`config.mk`:
```
export PLATFORM = sky130hd
export DESIGN_NAME = timer_cmd_sequencer
export DESIGN_NICKNAME = d
export VERILOG_FILES = /design/src/rtl/timer_cmd_sequencer.sv
export SDC_FILE = /design/constraint.sdc
export NUM_CORES = 1
export LEC_CHECK = 0
export ABC_AREA = 0
export CAP_MARGIN = 10
export CORE_MARGIN = 1.5
export CORE_UTILIZATION = 31
export DETAILED_ROUTE_END_ITERATION = 16
export SYNTH_ARGS = -nofsm -noshare
export SYNTH_HDL_FRONTEND = slang
export SYNTH_HIERARCHICAL = 1
export SYNTH_SLANG_ARGS = --single-unit
```
`constraint.sdc`:
```
create_clock -name clk -period 1.7 [get_ports clk]
set_input_delay 0.51 -clock clk [delete_from_list [all_inputs] [get_ports clk]]
set_output_delay 0.51 -clock clk [all_outputs]
set_load 0.01 [all_outputs]
```
`src/rtl/timer_cmd_sequencer.sv`:
```
// Command FIFO: generic show-ahead synchronous FIFO, DEPTH a power of two.
// Latency: an entry pushed at edge N is presented on pop_dat after edge N.
// Backpressure: push_rdy drops while full; a pop while full frees space the next cycle.
module tcs_fifo #(
    parameter int W     = 8,
    parameter int DEPTH = 2
) (
    input  logic         clk,
    input  logic         arst_n,
    input  logic         push_vld,
    output logic         push_rdy,
    input  logic [W-1:0] push_dat,
    output logic         pop_vld,
    input  logic         pop_rdy,
    output logic [W-1:0] pop_dat
);
    localparam int AW = (DEPTH > 1) ? $clog2(DEPTH) : 1;

    logic [W-1:0]  mem [DEPTH];
    logic [AW-1:0] wr_ptr;
    logic [AW-1:0] rd_ptr;
    logic [AW:0]   count;
    logic          do_push;
    logic          do_pop;

    assign push_rdy = (count != (AW+1)'(DEPTH));
    assign pop_vld  = (count != '0);
    assign pop_dat  = mem[rd_ptr];
    assign do_push  = push_vld && push_rdy;
    assign do_pop   = pop_rdy && pop_vld;

    always_ff @(posedge clk) begin
        if (do_push) begin
            mem[wr_ptr] <= push_dat;
        end
    end

    always_ff @(posedge clk or negedge arst_n) begin
        if (!arst_n) begin
            wr_ptr <= '0;
            rd_ptr <= '0;
            count  <= '0;
        end else begin
            if (do_push) begin
                wr_ptr <= wr_ptr + AW'(1);
            end
            if (do_pop) begin
                rd_ptr <= rd_ptr + AW'(1);
            end
            if (do_push && !do_pop) begin
                count <= count + (AW+1)'(1);
            end else if (!do_push && do_pop) begin
                count <= count - (AW+1)'(1);
            end
        end
    end
endmodule

// Serialises buffered delay commands to the timer as {PATTERN, delay} MSB first, then supervises the run.
// Latency: a command accepted into an empty FIFO while idle has its first bit on tmr_data one cycle later.
// Backpressure: cmd_ready = FIFO not full; no-start and watchdog expiry raise sticky errors and skip the ack.
module timer_cmd_sequencer #(
    parameter int               DELAY_W        = 4,
    parameter int               PAT_W          = 4,
    parameter logic [PAT_W-1:0] PATTERN        = 4'b1101,
    parameter int               FIFO_DEPTH     = 2,
    parameter int               TIMEOUT_CYCLES = 20000,
    parameter int               GAP_CYCLES     = 2
) (
    input  logic               clk,
    input  logic               reset,
    input  logic               cmd_valid,
    input  logic [DELAY_W-1:0] cmd_delay,
    output logic               cmd_ready,
    output logic               tmr_data,
    output logic               tmr_ack,
    input  logic               tmr_counting,
    input  logic               tmr_done,
    output logic               busy,
    output logic               fire,
    output logic               err_timeout,
    output logic               err_nostart,
    input  logic               err_clr
);
    localparam int FRAME_W = PAT_W + DELAY_W;
    localparam int BC_W    = $clog2(FRAME_W);
    localparam int WD_W    = $clog2(TIMEOUT_CYCLES + 1);
    localparam int GC_W    = (GAP_CYCLES > 1) ? $clog2(GAP_CYCLES) : 1;

    typedef enum logic [2:0] {
        S_IDLE,
        S_SEND,
        S_WAIT_START,
        S_WAIT_DONE,
        S_ACK,
        S_GAP
    } state_t;

    state_t               state, state_nxt;
    logic [FRAME_W-1:0]   sr, sr_nxt;
    logic [BC_W-1:0]      bit_cnt, bit_cnt_nxt;
    logic                 start_wait, start_wait_nxt;
    logic [WD_W-1:0]      wd_cnt, wd_cnt_nxt;
    logic [GC_W-1:0]      gap_cnt, gap_cnt_nxt;
    logic                 data_nxt;
    logic                 ack_nxt;
    logic                 set_timeout;
    logic                 set_nostart;
    logic                 pop;
    logic                 fifo_vld;
    logic [DELAY_W-1:0]   fifo_dat;
    logic [FRAME_W-1:0]   frame;

    tcs_fifo #(
        .W     (DELAY_W),
        .DEPTH (FIFO_DEPTH)
    ) u_cmd_fifo (
        .clk      (clk),
        .arst_n   (reset),
        .push_vld (cmd_valid),
        .push_rdy (cmd_ready),
        .push_dat (cmd_delay),
        .pop_vld  (fifo_vld),
        .pop_rdy  (pop),
        .pop_dat  (fifo_dat)
    );

    assign frame = {PATTERN, fifo_dat};
    assign busy  = (state != S_IDLE) || fifo_vld;
    assign fire  = tmr_ack;

    always_comb begin
        state_nxt      = state;
        sr_nxt         = sr;
        bit_cnt_nxt    = bit_cnt;
        start_wait_nxt = start_wait;
        wd_cnt_nxt     = wd_cnt;
        gap_cnt_nxt    = gap_cnt;
        data_nxt       = 1'b0;
        ack_nxt        = 1'b0;
        set_timeout    = 1'b0;
        set_nostart    = 1'b0;
        pop            = 1'b0;
        case (state)
            S_IDLE: begin
                if (fifo_vld) begin
                    // First bit leaves on this edge, so the register keeps only the remainder.
                    pop         = 1'b1;
                    data_nxt    = frame[FRAME_W-1];
                    sr_nxt      = {frame[FRAME_W-2:0], 1'b0};
                    bit_cnt_nxt = '0;
                    state_nxt   = S_SEND;
                end
            end
            S_SEND: begin
                if (bit_cnt == BC_W'(FRAME_W - 1)) begin
                    start_wait_nxt = 1'b0;
                    state_nxt      = S_WAIT_START;
                end else begin
                    data_nxt    = sr[FRAME_W-1];
                    sr_nxt      = {sr[FRAME_W-2:0], 1'b0};
                    bit_cnt_nxt = bit_cnt + BC_W'(1);
                end
            end
            S_WAIT_START: begin
                if (tmr_counting) begin
                    wd_cnt_nxt = '0;
                    state_nxt  = S_WAIT_DONE;
                end else if (start_wait) begin
                    set_nostart = 1'b1;
                    gap_cnt_nxt = '0;
                    state_nxt   = S_GAP;
                end else begin
                    start_wait_nxt = 1'b1;
                end
            end
            S_WAIT_DONE: begin
                // Comparing before the increment: the count would reach the limit on this edge.
                if (tmr_done) begin
                    ack_nxt   = 1'b1;
                    state_nxt = S_ACK;
                end else if (wd_cnt == WD_W'(TIMEOUT_CYCLES - 1)) begin
                    set_timeout = 1'b1;
                    gap_cnt_nxt = '0;
                    state_nxt   = S_GAP;
                end else begin
                    wd_cnt_nxt = wd_cnt + WD_W'(1);
                end
            end
            S_ACK: begin
                gap_cnt_nxt = '0;
                state_nxt   = S_GAP;
            end
            S_GAP: begin
                if (gap_cnt == GC_W'(GAP_CYCLES - 1)) begin
                    state_nxt = S_IDLE;
                end else begin
                    gap_cnt_nxt = gap_cnt + GC_W'(1);
                end
            end
            default: begin
                state_nxt = S_IDLE;
            end
        endcase
    end

    always_ff @(posedge clk or negedge reset) begin
        if (!reset) begin
            state       <= S_IDLE;
            sr          <= '0;
            bit_cnt     <= '0;
            start_wait  <= 1'b0;
            wd_cnt      <= '0;
            gap_cnt     <= '0;
            tmr_data    <= 1'b0;
            tmr_ack     <= 1'b0;
            err_timeout <= 1'b0;
            err_nostart <= 1'b0;
        end else begin
            state       <= state_nxt;
            sr          <= sr_nxt;
            bit_cnt     <= bit_cnt_nxt;
            start_wait  <= start_wait_nxt;
            wd_cnt      <= wd_cnt_nxt;
            gap_cnt     <= gap_cnt_nxt;
            tmr_data    <= data_nxt;
            tmr_ack     <= ack_nxt;
            err_timeout <= set_timeout | (err_timeout & ~err_clr);
            err_nostart <= set_nostart | (err_nostart & ~err_clr);
        end
    end
endmodule

```
* Yosys cells after proc, flatten, opt, wreduce, memory -nomap -nowiden
Memory sizes are Yosys's and may differ from the RTL's. Index checks and enable logic that the tools add are counted.
Word-level totals: memories 1, flip-flop bits (word level) 39, bits in writable memories 8
Memory list:
- u_cmd_fifo.mem | depth 2, width 4, read ports 1, clocked after Yosys merged registers in 0, write ports 1, line 19 | logic [W-1:0] mem [DEPTH];
Cells by class: bitwise gates (word level) 5, add/sub/neg operators 7, eq/ne operators 20, muxes and demuxes 43, reductions and logical operators 20
Operators by type and width (number):
- 15-bit 2-to-1 mux | 3
- 15-bit case mux with 2 select lines | 1
- 3-bit 2-to-1 mux | 9
- 2-bit != test, second input constant | 11
- 1-bit 2-to-1 mux | 20
- 3-bit case mux with 6 select lines | 1
- 8-bit 2-to-1 mux | 2
- 8-bit case mux with 2 select lines | 1
- 15-bit by 1-bit adder with 15-bit output, second input constant | 1
- 15-bit == test, second input constant | 1
- 5-bit AND reduction | 2
- 2-bit nonzero test | 5
- 3-bit == test, second input constant | 3
- 3-bit by 2-bit == test with 1-bit output, second input constant | 2
- 3-bit != test, second input constant | 2
- 3-bit case mux with 2 select lines | 1
- 3-bit AND reduction | 2
- 1-bit logical AND | 4
- 2-bit 2-to-1 mux | 2
- 1-bit case mux with 2 select lines | 2
- 1-bit case mux with 4 select lines | 1
- 4-bit AND reduction | 1
- 4-bit nonzero test | 1
- 1-bit adder, second input constant | 3
- 11 further kinds | 14

* Longest topological paths before layout
word-level depth 7, mapped depth 8

* Cells and area by module
The synthesis kept the hierarchy.
By module, submodules not included:
- timer_cmd_sequencer | times used 1, area an instance 1754.2 µm², cells an instance 172
- tcs_fifo | times used 1, area an instance 496.7 µm², cells an instance 30

* Least setup slack after synthesis
OpenSTA, ideal clock, no wires.
path kind flip-flop to flip-flop, start point reg wd_cnt[0], end point reg state[0], slack -0.094 ns, library setup time 0.128 ns, data arrival time 1.667 ns, stages on the path, launching flop included 7, clock period less this slack 1.794 ns, required time 1.572 ns, path through dfrtp_1 ha_1 and4_1 nand4b_2 and2_4 nor3_2 mux2_1
On the way: cells in the longest elaborated chain, start to end 3
RTL lines:
- start, declared | line 103 | logic [WD_W-1:0] wd_cnt, wd_cnt_nxt;
- start signal, assigned | line 224 | wd_cnt <= wd_cnt_nxt;
- 15-bit == test | line 182 | end else if (wd_cnt == WD_W'(TIMEOUT_CYCLES - 1)) begin
- 3-bit != test (no source line)
- 5-bit AND reduction (no source line)
- end signal, assigned | line 220 | state <= state_nxt;
- end, declared | line 99 | state_t state, state_nxt;
Every way passes these cells. A chain may end at the register's enable or synchronous reset.

* Worst setup path in the final report
start point reg u_cmd_fifo.count[0], end point out busy
On the way: cells in the longest elaborated chain, start to end 2
RTL lines:
- start, declared | line 22 | logic [AW:0] count;
- start signal, assigned | line 51 | count <= count + (AW+1)'(1);
- start signal, assigned | line 53 | count <= count - (AW+1)'(1);
- 2-bit nonzero test | line 27 | assign pop_vld = (count != '0);
- via fifo_vld | line 110 | logic fifo_vld;
- 1-bit logical OR | line 129 | assign busy = (state != S_IDLE) || fifo_vld;
- end, declared | line 79 | output logic busy,
The timed path passes the listed nets, and every way through them passes these cells.

==> summary.md <==
| Metric | Value |
|---|---|
| Total track usage | 12.8% |
| Non-filler instance count after layout | 366 |
| Placed insts | 344 |
| Ant diodes | 0 |
| Drt pass-1 iters | 4 |
| Critical path required time | 1190 ps |
| Asr flop ratio synth | 82.6% |
| CTS tree | built |
| Post-DRT Antenna Nets | 0 |
| Buffers on Ports | 16 |
| Synthesized Nets | 216 |
| Core Region | 6910 um^2 |
| Worst hold slack | 151 ps |
| Power Density | 1530 nW/um^2 |
| Worst-Skew Late Latency | 300 ps |
| NumNets Final | 283 |
| Mapped Cells | 202 |
| Critical path launch point type | register |
| Antenna violations before repair | 0 |
| Status | finished with violations |
| Grt total ovfl | 0 |
| FMAX | 492 MHz |
| Final hold violation count | 0 |
| Most frequent cells in the layout | dfrtp_1 (38), buf_4 (38), nand2_1 (18), nor2_1 (14), buf_6 (14) |
| Mapped Area | 2250 um^2 |
| Clk slew on worst S/H paths | 90 ps |
| Die height | 88.2 um |
| Worst Hold Class | input pin to async pin |
| Max-cap viol count | 0 |
| Netlist cell types | 51 |
| Final setup margin | -332 ps |
| Clock Path Buffers | 2 |
| RSZ-0062 raised after global routing | true |
| Crit end category | output pin |
| GP Congestion | 0.756 |
| Global-route wire length before repair | 7.73 mm |
| VDD IR max | 0.528 mV |
| Clock skew | 5.26 ps |
| Synth-to-layout area growth | 44.9% |
| Die Footprint | 7780 um^2 |
| Failing checks | setup timing |
| CP max FO | 2 |
| DR WL/cell | 12.8 um |
| Prevailing post-synth register cell | dfrtp_1 |
| Setup TNS | -1210 ps |
| Crit Path Category | register to output pin |
| IO Count | 17 |
| Root buffer cell | clkbuf_8 |
| Routed via count | 1675 |
| Number of enable flip-flop cells after synthesis | 8 |
| Num CTS Buffers | 5 |
| Final wirelength | 4.68 mm |
| DRT iter0 DRCs | 70 |
| Clock Sinks | 46 |
| Yosys Warn Count | 6 |
| Layout cells sized above 1 | 41.5% |
| Final setup fails | 15 |
| Worst-Margin Slew | 464 ps |
| Synth Area per Inst | 11.1 um^2 |
| Sequential element share of the synthesized area | 52.9% |
| Fin crit share | 120% |
| Max_slew headroom | 69.1% |
| Period minus WS final | 2030 ps |
| Pre-CTS setup slack | -469 ps |
| #FFs+latches synth | 46 |
| Initial core utilization | 32.6% |
| Vias in the first global route | 1666 |
| CTS H-tree depth | 2 |
| Drc violations | 0 |
| Die width | 88.2 um |
| Num rows | 30 |
| Leak pwr | 1.54 nW |
| Max-slew violations | 0 |
| Via/cell ratio | 4.58 |
| Pin count of the biggest net entering global routing | 22 |
| Hold Buf Count CTS | 0 |
| Post-DP HPWL | 3.07 mm |
| Worst path arrival time | 1520 ps |
-- power breakdown --
part | switching [mW] | internal, mW | leakage (nW)
Sequential | 0.171 | 1.44 | 0.563
Clock | 0.377 | 0.289 | 0.0441
Combinational | 1.19 | 1.54 | 0.928
Total | 1.73 | 3.26 | 1.54
-- per-layer routing --
metal,share of wire [%],track usage (%)
met1,51,17.3
met2,45,20.5
met3,3.1,2.80
met4,1.4,4.26
met5,0,0
-- final timing paths --
path / startpoint / slack [ps] / cells after the start / end
min: reset / 150 / 1 / u_cmd_fifo/count[0]$_DFFE_PN0P_
min in group clk: sr[3]$_DFFE_PN0P_ / 490 / 2 / sr[3]$_DFFE_PN0P_
min reg2reg: sr[3]$_DFFE_PN0P_ / 490 / 2 / sr[3]$_DFFE_PN0P_
max: u_cmd_fifo/count[0]$_DFFE_PN0P_ / -330 / 3 / busy
max in group asynchronous: reset / 1080 / 2 / start_wait$_DFFE_PN0P_
max reg2reg: u_cmd_fifo/count[0]$_DFFE_PN0P_ / -160 / 9 / state[0]$_DFFE_PN0P_
-- cells by family (layout without fill, tap and decap cells) --
kind of cell	Yosys count	after routing	share of synthesized area (%)
buffers and inverters	12	80	2.45
adders and majority gates	4	4	2.22
xor gates and xnor gates	14	14	5.45
DFF	46	46	52.9
and+or+nand+nor	86	86	23.2
muxes	10	10	4.78
AOI/OAI and AO/OA	30	30	8.95
-- final cells by class --
cell class / count / area [um^2]
timing repair buffer: 69 / 638
sequential: 46 / 1190
fill: 656 / 3650
tap: 96 / 120
inverter: 3 / 11.3
multi-input combinational: 144 / 1210
clock buffer: 5 / 68.8
clock inverter: 3 / 21.3
-- sequential cells by signal, indices dropped and copies added, names as in the netlist, 2 cells and up --
signal	cells
wd_cnt	15
sr	7
u_cmd_fifo/count	2
state	3
u_cmd_fifo/mem	8
bit_cnt	3
-- critical path: stages, from the launching register on --
cell,delay [ps]
dfrtp_1,390
or2_4,260
or4_4,430
buf_6,140
-- synthesized netlist by cell type (3+ instances only) --
cell,number,area share (%)
nor3_1,3,0.67
xnor2_1,5,1.9
ha_1,4,2.2
nand2_1,22,3.7
a22o_1,5,1.9
nor2b_1,3,0.83
nor2_1,16,2.7
inv_1,3,0.50
a21oi_1,3,0.67
mux2i_1,4,1.8
nand2b_1,6,1.7
nand3_1,8,1.8
o21ai_0,10,2.2
mux2_2,5,2.5
nand4_1,3,0.83
and3_1,3,0.83
edfxtp_1,8,11
clkbuf_1,5,0.83
dfrtp_1,38,42
xor2_1,9,3.5
-- per-stage QoR --
step                area, um^2  util (%)  power (mW)
floorplan                 2290         -        2.82
global placement          2830      40.9        3.54
detailed placement        2830      40.9        3.59
CTS                       3080      44.6        4.59
global route              3260      47.2        5.33
finish                    3260      47.2        4.99
-- what timing repair did --
| action | CTS | global route |
|---|---|---|
| pin swaps | 20 | 15 |
| resized for setup | 39 | 33 |
| buffers inserted | 9 | 8 |
| setup endpoints to repair | 26 | 32 |
Note: power is estimated with default switching activity, not from simulation.
